==> config.mk <==
export PLATFORM = sky130hd
export DESIGN_NAME = frame_decode
export DESIGN_NICKNAME = d
export VERILOG_FILES = /design/src/rtl/ISO14443A_pkg.sv /design/src/rtl/frame_decode.sv
export SDC_FILE = /design/constraint.sdc
export NUM_CORES = 1
export LEC_CHECK = 0
export ABC_CLOCK_PERIOD_IN_PS = 2700
export CORE_ASPECT_RATIO = 1.25
export CORE_UTILIZATION = 34
export DETAILED_ROUTE_END_ITERATION = 10
export PLACE_DENSITY = 0.56
export SETUP_SLACK_MARGIN = 0.3
export SLEW_MARGIN = 20
export SYNTH_ARGS = -nofsm -noshare
export SYNTH_HDL_FRONTEND = slang
export SYNTH_SLANG_ARGS = --single-unit
==> constraint.sdc <==
create_clock -name clk -period 2.7 [get_ports clk]
set_clock_uncertainty 0.05 [all_clocks]
set_input_delay 0.405 -clock clk [delete_from_list [all_inputs] [get_ports clk]]
set_output_delay 0.405 -clock clk [all_outputs]
set_load 0.1 [all_outputs]
==> src/rtl/ISO14443A_pkg.sv <==
// rtl/ISO14443A_pkg.sv - shared types and constants for the ISO14443A PCD->PICC receive path
package ISO14443A_pkg;

    typedef enum logic [2:0] {
        IDLE,
        DATA,
        PARITY,
        FLUSH,
        ERROR
    } FrameDecodeState;

    localparam int BITS_PER_BYTE    = 8;
    localparam int SHORT_FRAME_BITS = 7;

    // One tick of upstream bit-stream activity; field order matches the input ports.
    typedef struct packed {
        logic soc;
        logic eoc;
        logic err;
        logic dv;
        logic data;
    } in_evt_t;

    function automatic logic odd_parity_ok(input logic [7:0] byte_v, input logic parity_bit);
        return (^byte_v) ^ parity_bit;
    endfunction

endpackage

==> src/rtl/frame_decode.sv <==
// rtl/frame_decode.sv - assembles ISO14443-3 bit frames into bytes with odd-parity checking
module frame_decode
    import ISO14443A_pkg::*;
#(
    parameter bit CHECK_PARITY = 1'b1
) (
    input  logic       clk,
    input  logic       rst,
    input  logic       in_soc,
    input  logic       in_eoc,
    input  logic       in_error,
    input  logic       in_data_valid,
    input  logic       in_data,
    output logic       out_soc,
    output logic       out_eoc,
    output logic       out_error,
    output logic       out_parity_error,
    output logic       out_data_valid,
    output logic [7:0] out_data,
    output logic [2:0] out_data_bits
);

    FrameDecodeState state_q, state_d;
    logic [3:0]      count_q, count_d;
    logic [7:0]      shreg_q, shreg_d;
    in_evt_t         pend_q, pend_d;
    in_evt_t         live, eff;
    logic            soc_q, soc_d, eoc_q, eoc_d, err_q, err_d, perr_q, perr_d, dv_q, dv_d;
    logic [7:0]      data_q, data_d;
    logic [2:0]      bits_q, bits_d;

    // Anything arriving during FLUSH is held one tick and replayed, so no pulse is lost.
    always_comb begin
        live     = {in_soc, in_eoc, in_error, in_data_valid, in_data};
        eff.soc  = live.soc | pend_q.soc;
        eff.eoc  = live.eoc | pend_q.eoc;
        eff.err  = live.err | pend_q.err;
        eff.dv   = live.dv  | pend_q.dv;
        eff.data = pend_q.dv ? pend_q.data : live.data;
    end

    always_comb begin
        state_d = state_q;
        count_d = count_q;
        shreg_d = shreg_q;
        pend_d  = '0;
        soc_d   = 1'b0;
        eoc_d   = 1'b0;
        err_d   = 1'b0;
        perr_d  = 1'b0;
        dv_d    = 1'b0;
        data_d  = data_q;
        bits_d  = bits_q;
        case (state_q)
            IDLE: begin
                if (eff.soc) begin
                    soc_d   = 1'b1;
                    count_d = '0;
                    shreg_d = '0;
                    state_d = DATA;
                end
            end
            DATA: begin
                if (eff.err) begin
                    err_d   = 1'b1;
                    state_d = ERROR;
                end else if (eff.eoc) begin
                    if (count_q == 4'd0) begin
                        eoc_d   = 1'b1;
                        state_d = IDLE;
                    end else begin
                        // Upper bits of shreg are already zero: it is cleared at every byte start.
                        dv_d    = 1'b1;
                        data_d  = shreg_q;
                        bits_d  = count_q[2:0];
                        state_d = FLUSH;
                    end
                end else if (eff.soc) begin
                    soc_d   = 1'b1;
                    count_d = '0;
                    shreg_d = '0;
                end else if (eff.dv) begin
                    shreg_d[count_q[2:0]] = eff.data;
                    count_d = count_q + 4'd1;
                    if (count_q == 4'(BITS_PER_BYTE - 1)) state_d = PARITY;
                end
            end
            PARITY: begin
                if (eff.err) begin
                    err_d   = 1'b1;
                    state_d = ERROR;
                end else if (eff.eoc) begin
                    err_d   = 1'b1;
                    state_d = FLUSH;
                end else if (eff.soc) begin
                    soc_d   = 1'b1;
                    count_d = '0;
                    shreg_d = '0;
                    state_d = DATA;
                end else if (eff.dv) begin
                    if (odd_parity_ok(shreg_q, eff.data) || !CHECK_PARITY) begin
                        dv_d    = 1'b1;
                        data_d  = shreg_q;
                        bits_d  = '0;
                        count_d = '0;
                        shreg_d = '0;
                        state_d = DATA;
                    end else begin
                        err_d   = 1'b1;
                        perr_d  = 1'b1;
                        state_d = ERROR;
                    end
                end
            end
            FLUSH: begin
                eoc_d   = 1'b1;
                pend_d  = live;
                state_d = IDLE;
            end
            ERROR: begin
                if (eff.eoc) begin
                    eoc_d   = 1'b1;
                    state_d = IDLE;
                end
            end
            default: state_d = IDLE;
        endcase
    end

    always_ff @(posedge clk) begin
        if (rst) begin
            state_q <= IDLE;
            count_q <= '0;
            shreg_q <= '0;
            pend_q  <= '0;
            soc_q   <= 1'b0;
            eoc_q   <= 1'b0;
            err_q   <= 1'b0;
            perr_q  <= 1'b0;
            dv_q    <= 1'b0;
            data_q  <= '0;
            bits_q  <= '0;
        end else begin
            state_q <= state_d;
            count_q <= count_d;
            shreg_q <= shreg_d;
            pend_q  <= pend_d;
            soc_q   <= soc_d;
            eoc_q   <= eoc_d;
            err_q   <= err_d;
            perr_q  <= perr_d;
            dv_q    <= dv_d;
            data_q  <= data_d;
            bits_q  <= bits_d;
        end
    end

    assign out_soc          = soc_q;
    assign out_eoc          = eoc_q;
    assign out_error        = err_q;
    assign out_parity_error = perr_q;
    assign out_data_valid   = dv_q;
    assign out_data         = data_q;
    assign out_data_bits    = bits_q;

endmodule

Yosys cells after proc, flatten, opt, wreduce, memory -nomap -nowiden
Cells that the tools add are included.
- flip-flop bits (word level): 36
- input port bits: 7
- output and inout port bits: 16
- word-level logic and storage cells: 143
- $add $sub $neg: 1
- $lt $le $gt $ge: 2
- equal/unequal tests: 23
- multiplexer cells: 83
- bitwise logic cells: 7
- reductions and logical operators: 12
- operator list (operator ; count):
    8-bit 2-to-1 mux ; 18
    3-bit 2-to-1 mux ; 20
    4-bit 2-to-1 mux ; 10
    8-bit case mux with 3 select lines ; 1
    1-bit 2-to-1 mux ; 23
    2-bit inequality test, second input constant ; 11
    9-bit AND reduction ; 2
    8-bit case mux with 2 select lines ; 1
    4-bit inequality test, second input constant ; 3
    3-bit case mux with 4 select lines ; 1
    4-bit case mux with 3 select lines ; 1
    3-bit inequality test, second input constant ; 3
    8-bit bitwise mux ; 1
    8-bit parity ; 1
    3-bit by 2-bit == test with 1-bit output, second input constant ; 2
    1-bit case mux with 2 select lines ; 3
    3-bit case mux with 2 select lines ; 1
    6-bit AND reduction ; 1
    5-bit inequality test, second input constant ; 1
    4-bit by 1-bit adder with 4-bit output, second input constant ; 1
    4-bit by 3-bit == test with 1-bit output, second input constant ; 1
    4-bit logical NOT ; 1
    3-bit by 4-bit < comparator with 1-bit output, second input constant ; 1
    1-bit OR ; 4
    14 further kinds ; 16

Logic depth before layout (Yosys ltp)
Gate-level depths: netlist of the first run.
- depth after elaboration: 10
- mapped depth: 9
- depth with buffers taken out: 7

Worst setup path after synthesis of the first run
No wires, ideal clock.
- path kind: register to register
- start point: register count_q[0]
- end point: register data_q[5], in the netlist out_data[5]
- library setup time: 0.087 ns
- arrival time: 2.364 ns
- data required time: 2.563 ns
- path slack: 0.199 ns
- stages on the path, launching flop included: 10
- buffers on the path: 2
- period minus slack after synthesis: 2.501 ns
- cells stage by stage: dfxtp_1 > clkbuf_1 > inv_1 > ha_1 > nor3b_1 > or4_1 > or2_2 > o21a_1 > buf_2 > o31ai_1
- word-level cells in the longest chain between the ends: 3
- ends and longest elaborated chain (element ; RTL line ; source):
    start, declared ; frame_decode.sv:24 ; logic [3:0] count_q, count_d;
    start signal, assigned ; frame_decode.sv:145 ; count_q <= count_d;
    4-bit logical NOT ; frame_decode.sv:68 ; if (count_q == 4'd0) begin
    2-bit inequality test (no source line) ; n/a ;
    9-bit AND reduction (no source line) ; n/a ;
    end signal, assigned ; frame_decode.sv:153 ; data_q <= data_d;
    end, declared ; frame_decode.sv:29 ; logic [7:0] data_q, data_d;
No other way between the ends.
A chain may end at the register's enable or synchronous reset.

Final worst setup path of the first run
- start point: register state_q[1]
- end point: register bits_q[2], in the netlist out_data_bits[2]
- word-level cells in the longest chain between the ends: 3
- elaborated cells between the ends (all ways): 13
- classes of those cells: 10 x eq/ne; 1 x mux; 2 x reduce/logical
- ends and longest elaborated chain (element ; RTL line ; source):
    start, declared ; frame_decode.sv:23 ; FrameDecodeState state_q, state_d;
    start signal, assigned ; frame_decode.sv:144 ; state_q <= state_d;
    3-bit by 2-bit == test with 1-bit output or 3-bit by 1-bit == test with 1-bit output (tied branches) ; frame_decode.sv:54 ; case (state_q)
    2-bit inequality test (no source line) or 2-bit nonzero test (tied branches) ; n/a ;
    9-bit AND reduction (no source line) ; n/a ;
    end signal, assigned ; frame_decode.sv:154 ; bits_q <= bits_d;
    end, declared ; frame_decode.sv:30 ; logic [2:0] bits_q, bits_d;
Parallel ways exist; a longest one is shown, timed or not.

==> out/qor.yml, run 1 <==
status: "finished, final reports clean"
start_kind: "flop"
synth_xor_area_share_pct: 4.46
vdd.ir_drop.worst_v: 0.000362
io_pins: 23
ys_seq_elements: 36
clockBufferDepth: 2
criticalPathCategory: "reg -> reg"
cts_inserted_buffers: 5
ys_top_cells_by_count: "dfxtp_1, nand2_1, nor2_1"
synth_top_area_share_pct: 38.4
synth_cells: 215
synth_adder_area_share_pct: 1.33
syn_area_mm2: 0.00188
finalMaxSlewViolations: 0
power_density_mw_per_mm2: 575
die_y_um: 85.1
drt_iter0_drc: 67
tightest_slew_ps: 693
grt_pass1_wl_um: 7620
yosys.area_share.simple_pct: 21.8
fin_crit_ps: 2260
ys_warn_count: 0
routabilityCongestion: 0.938
drv_cap: 0
fillers: 526
row_count: 29
post_cts_buffers: 0
antenna_found_initial: 0
synthFlopType: "dfxtp_1"
grt_pass1_vias: 1584
setup_viol: 0
cp_max_fo: 11
synthTopCellsByArea: "dfxtp_1, mux2i_1, nand2_1, a31oi_1, nor2_1"
multi_input_area_mm2: 0.00109
grt_start_max_net_pins: 20
path_clk_slew_ps: 70
antenna_left: 0
cts_tree: "built"
start_util_pct: 36.2
rsz0062_at_grt: "false"
wl_per_cell_um: 14.8
slew_headroom_pct: 53.2
hold_path.class: "in -> reg"
p_total_mw: 1.36
portBuffers: 22
cts_root_buffer: "clkbuf_8"
post-route-period-util_pct: 83.8
insertion_delay_ps: 290
netlist-cell-type-count: 48
synth_compound_area_share_pct: 22.5
hold_viol: 0
arrival_ps: 2400
track_usage_pct: 17.3
seq_area_um2: 721
post-route-drc-count: 0
critPathCaptureType: "flop"
dp_hpwl_um: 3310
setup_tns_ps: 0
htreeDepth: 2
ys_async_sr_fraction_pct: 0
antennaDiodeCount: 0
cts.sinks: 36
synth_top_area_cell: "dfxtp_1"
via_per_inst: 5.42
syn_to_final_growth_pct: 25.8
coreArea_mm2: 0.00519
syn_area_per_cell_um2: 8.74
synth_most_common_cell: "dfxtp_1"
firstDrtPassIters: 4
synth_top_family_by_area: "compound AO/OA/AOI/OAI gates"
cp.required_ps: 2840
p_leak_nw: 0.986
synth_nets: 224
wirelength_um: 4620
route.vias.total: 1687
layout.nets: 257
overflow: 0
synth-edff-count: 0
drive_above_1_share_pct: 24.1
dieArea_mm2: 0.00583
ys_seq_area_share_pct: 38.4
synthMuxAreaShare_pct: 6.46
fmax_mhz: 442
die_x_um: 68.5
placed cells by master, fill, tap and decap left out, types with 3 or more instances in the layout:
master / n
nor3b_1: 3
nand3_1: 3
o311a_1: 3
clkbuf_8: 5
nand2_1: 24
a21oi_1: 7
inv_1: 4
or2_2: 3
a31oi_1: 11
clkdlybuf4s50_1: 4
buf_4: 33
nor2_1: 16
buf_6: 3
o22ai_1: 6
xnor2_1: 5
and2_1: 5
o21ai_0: 3
a211oi_1: 4
mux2i_1: 11
dfxtp_1: 36
a41oi_1: 3
nor3_1: 6
nand2b_1: 3
worst paths after layout:
check               from               end  slack (ps)  depth (start not counted)
max           state_q[1]  out_data_bits[2]         440                          6
min reg2reg  out_data[7]       out_data[7]         410                          2
min             in_error         pend_q[2]         360                          2
max reg2reg   state_q[1]  out_data_bits[2]         440                          6
report_power, final:
part / internal [mW] / switching [mW]
logic: 0.121 / 0.193
clock network: 0.274 / 0.198
registers: 0.546 / 0.0273
flip-flops by register name (all words and copies together), names as in the netlist, 3 cells and up:
register       cells
out_data           8
shreg_q            8
pend_q             5
count_q            4
out_data_bits      3
state_q            3
cell families (layout without fill, tap and decap cells):
kind of cell / after synthesis / after routing
xor gates and xnor gates: 8 / 8
adders and majority gates: 2 / 2
buffers and inverters: 22 / 56
DFF: 36 / 36
and+or+nand+nor: 79 / 79
muxes: 12 / 12
AOI/OAI and AO/OA: 56 / 56
stage by stage:
step	utilization [%]	hold slack, ps	setup slack, ps	cells	instance area [µm²]
after floorplan	-	409	328	215	1880
after global placement	42.6	395	-0.593	302	2210
after detailed placement	42.6	401	-28.5	302	2210
after CTS	44.7	416	307	310	2320
after global routing	45.5	374	302	311	2360
final	45.5	355	437	311	2360
worst max-delay path, stage by stage (launching register included):
cell,delay [ps]
dfxtp_1,500
or3b_2,530
nor2_1,190
nand4_1,210
o21a_1,280
buf_6,160
a31o_2,240
area by class of cell:
cell class              count  area share (%)
clock buffers               6            3.07
clock inverters             2            1.48
inverters                   5           0.794
multi-input cells         157            46.0
flip-flops and latches     36            30.5
well taps                  62            3.28
repair buffers             43            14.9
routing by layer:
metal / vias to the layer above / track usage [%] / wire, µm
li1: 860 / - / -
met1: 787 / 23.2 / 2190
met2: 36 / 27.2 / 2200
met3: 4 / 4.03 / 175
met4: 0 / 4.73 / 48
met5: - / 0 / 0
repair_timing:
action | CTS | global route
pin swaps | 1 | 4
resized for setup | 1 | 12
cloned | 0 | 1
hold buffers | 0 | 0
endpoints found under the setup margin | 2 | 15
(Power assumes the default switching activity.)
==> run 2: changes to the inputs <==
Settings changed: ABC_CLOCK_PERIOD_IN_PS 2700 to 2310.
Clock period 2.7 ns to 2.31 ns, I/O delays scaled along.
==> run 2 against run 1 <==
Net effect:
- clock power up 3%
- total power rose by 18%
- via count grew 6.5%
- non-clock buffer count is 21 higher
- sequential share of layout area shrank 2.9 points
- critical path depth fell by 1
- register-to-register slack got worse by 290 ps
- flip-flop and latch count did not move
- routed wire length up 7.9%
- critical endpoint is now count_q[1]
==> out/qor.yml, run 2 (synthesis results as in run 1) <==
reg2reg_from: "pend_q[3]"
syn_to_final_growth_pct: 39.9
tightest_slew_ps: 654
p_sw_share_pct: 31.6
start_util_pct: 36.2
reg2regPathDepth: 5
setup_viol: 0
seqPwrFrac_pct: 41.1
vdd.ir_drop.worst_v: 0.000267
row_count: 29
route.vias.total: 1796
rsz0062_at_grt: "true"
r2r_setup_slack_ps: 140
hold_viol: 0
htreeDepth: 2
routabilityCongestion: 0.814
cts.sinks: 36
p_leak_nw: 1.11
path_cells: "or4_4 -> a221o_1 -> buf_6 -> a211oi_4 -> mux2_4"
dieArea_mm2: 0.00583
cp_max_fo: 3
wirelength_um: 4980
antenna_left: 0
drv_cap: 0
clockPowerShare_pct: 30.2
dp_hpwl_um: 3620
critPathMaxStageDelay_ps: 540
final_common_cell: "buf_4"
via_per_inst: 5.43
drive_above_1_share_pct: 36.1
critPathCaptureType: "flop"
setup_tns_ps: 0
hold_path.class: "in -> reg"
portBuffers: 22
status: "finished, final reports clean"
fin_crit_ps: 2170
wl_per_cell_um: 15.0
utilization_pct: 50.6
firstDrtPassIters: 4
power_density_mw_per_mm2: 611
cts_tree: "built"
critical_path.slowest_cell: "or4_4"
grt_start_max_net_pins: 18
die_x_um: 68.5
die_y_um: 85.1
drt_iter0_drc: 99
finalMaxSlewViolations: 0
cp.required_ps: 2420
r2r_end: "count_q[1]"
start_kind: "flop"
coreArea_mm2: 0.00519
overflow: 0
hold_path_depth: 2
cpLargestDelayFamily: "compound AO/OA/AOI/OAI gates"
grt_pass1_vias: 1797
fin_area_mm2: 0.00263
arrival_ps: 2280
worst-path-buf-inv: 1
cts_root_buffer: "clkbuf_8"
cp.depth: 5
track_usage_pct: 19.4
cts_inserted_buffers: 5
post-route-period-util_pct: 93.8
insertion_delay_ps: 290
fmax_mhz: 462
switchingPower_mw: 0.507
combPwrFrac_pct: 28.6
criticalPathCategory: "reg -> reg"
post-route-drc-count: 0
fillers: 509
hold_ws_ps: 286
layout.nets: 278
path_clk_slew_ps: 70
slew_headroom_pct: 56.3
antenna_found_initial: 0
final_cell_mix: "buf_4, dfxtp_1, nand2_1"
grt_pass1_wl_um: 8430
worstHoldStart: "in_data"
antennaDiodeCount: 0
min_to: "pend_q[0]"
place_area_mm2: 0.00239
power.internal_mw: 1.10
clockBufferDepth: 2
io_pins: 23
==> run 2: power by group through the flow <==
stage	registers [mW]	clock network [mW]	logic, mW
3_5_place_dp	0.675	0	0.421
3_3_place_gp	0.675	0	0.426
4_1_cts	0.660	0.501	0.447
6_report	0.661	0.486	0.459
2_1_floorplan	0.702	0	0.241
5_1_grt	0.662	0.524	0.499
==> run 2: worst max-delay path by stage <==
stage          startpoint    endpoint  slack [ps]
3_5_place_dp       in_eoc  count_q[3]        -280
3_3_place_gp       in_eoc  count_q[3]        -290
6_report        pend_q[3]  count_q[1]         140
5_1_grt         pend_q[3]  count_q[1]          80
2_1_floorplan      in_eoc  shreg_q[4]         170
4_1_cts         pend_q[3]  count_q[1]         150
==> run 2: area by class of cell <==
class / instances / area (µm²) / share of cell area [%]
Timing Repair Buffer: 64 / 523 / 19.9
Multi-Input combinational cell: 157 / 1180 / 45.0
Sequential cell: 36 / 726 / 27.6
Inverter: 5 / 23.8 / 0.905
Clock buffer: 7 / 96.3 / 3.67
Tap cell: 62 / 77.6 / 2.95
==> run 2: stage by stage <==
stage | worst slack, ps | std cells | power, mW
finish | 144 | 331 | 1.61
detailed placement | -279 | 319 | 1.10
global route | 79.8 | 331 | 1.69
CTS | 148 | 329 | 1.61
global placement | -286 | 319 | 1.10
floorplan | 168 | 215 | 0.944
==> run 2: repair_timing <==
item	CTS	global route
setup buffers	3	2
endpoints found under the setup margin	27	26
gates resized for setup	12	14
hold buffers	0	0
pin swaps	3	4
==> run 2: routing by layer <==
metal	GRT usage (%)	routed length, µm
met4	8.71	87
met3	3.90	154
met2	32.5	2530
met5	0	0
met1	23.2	2210
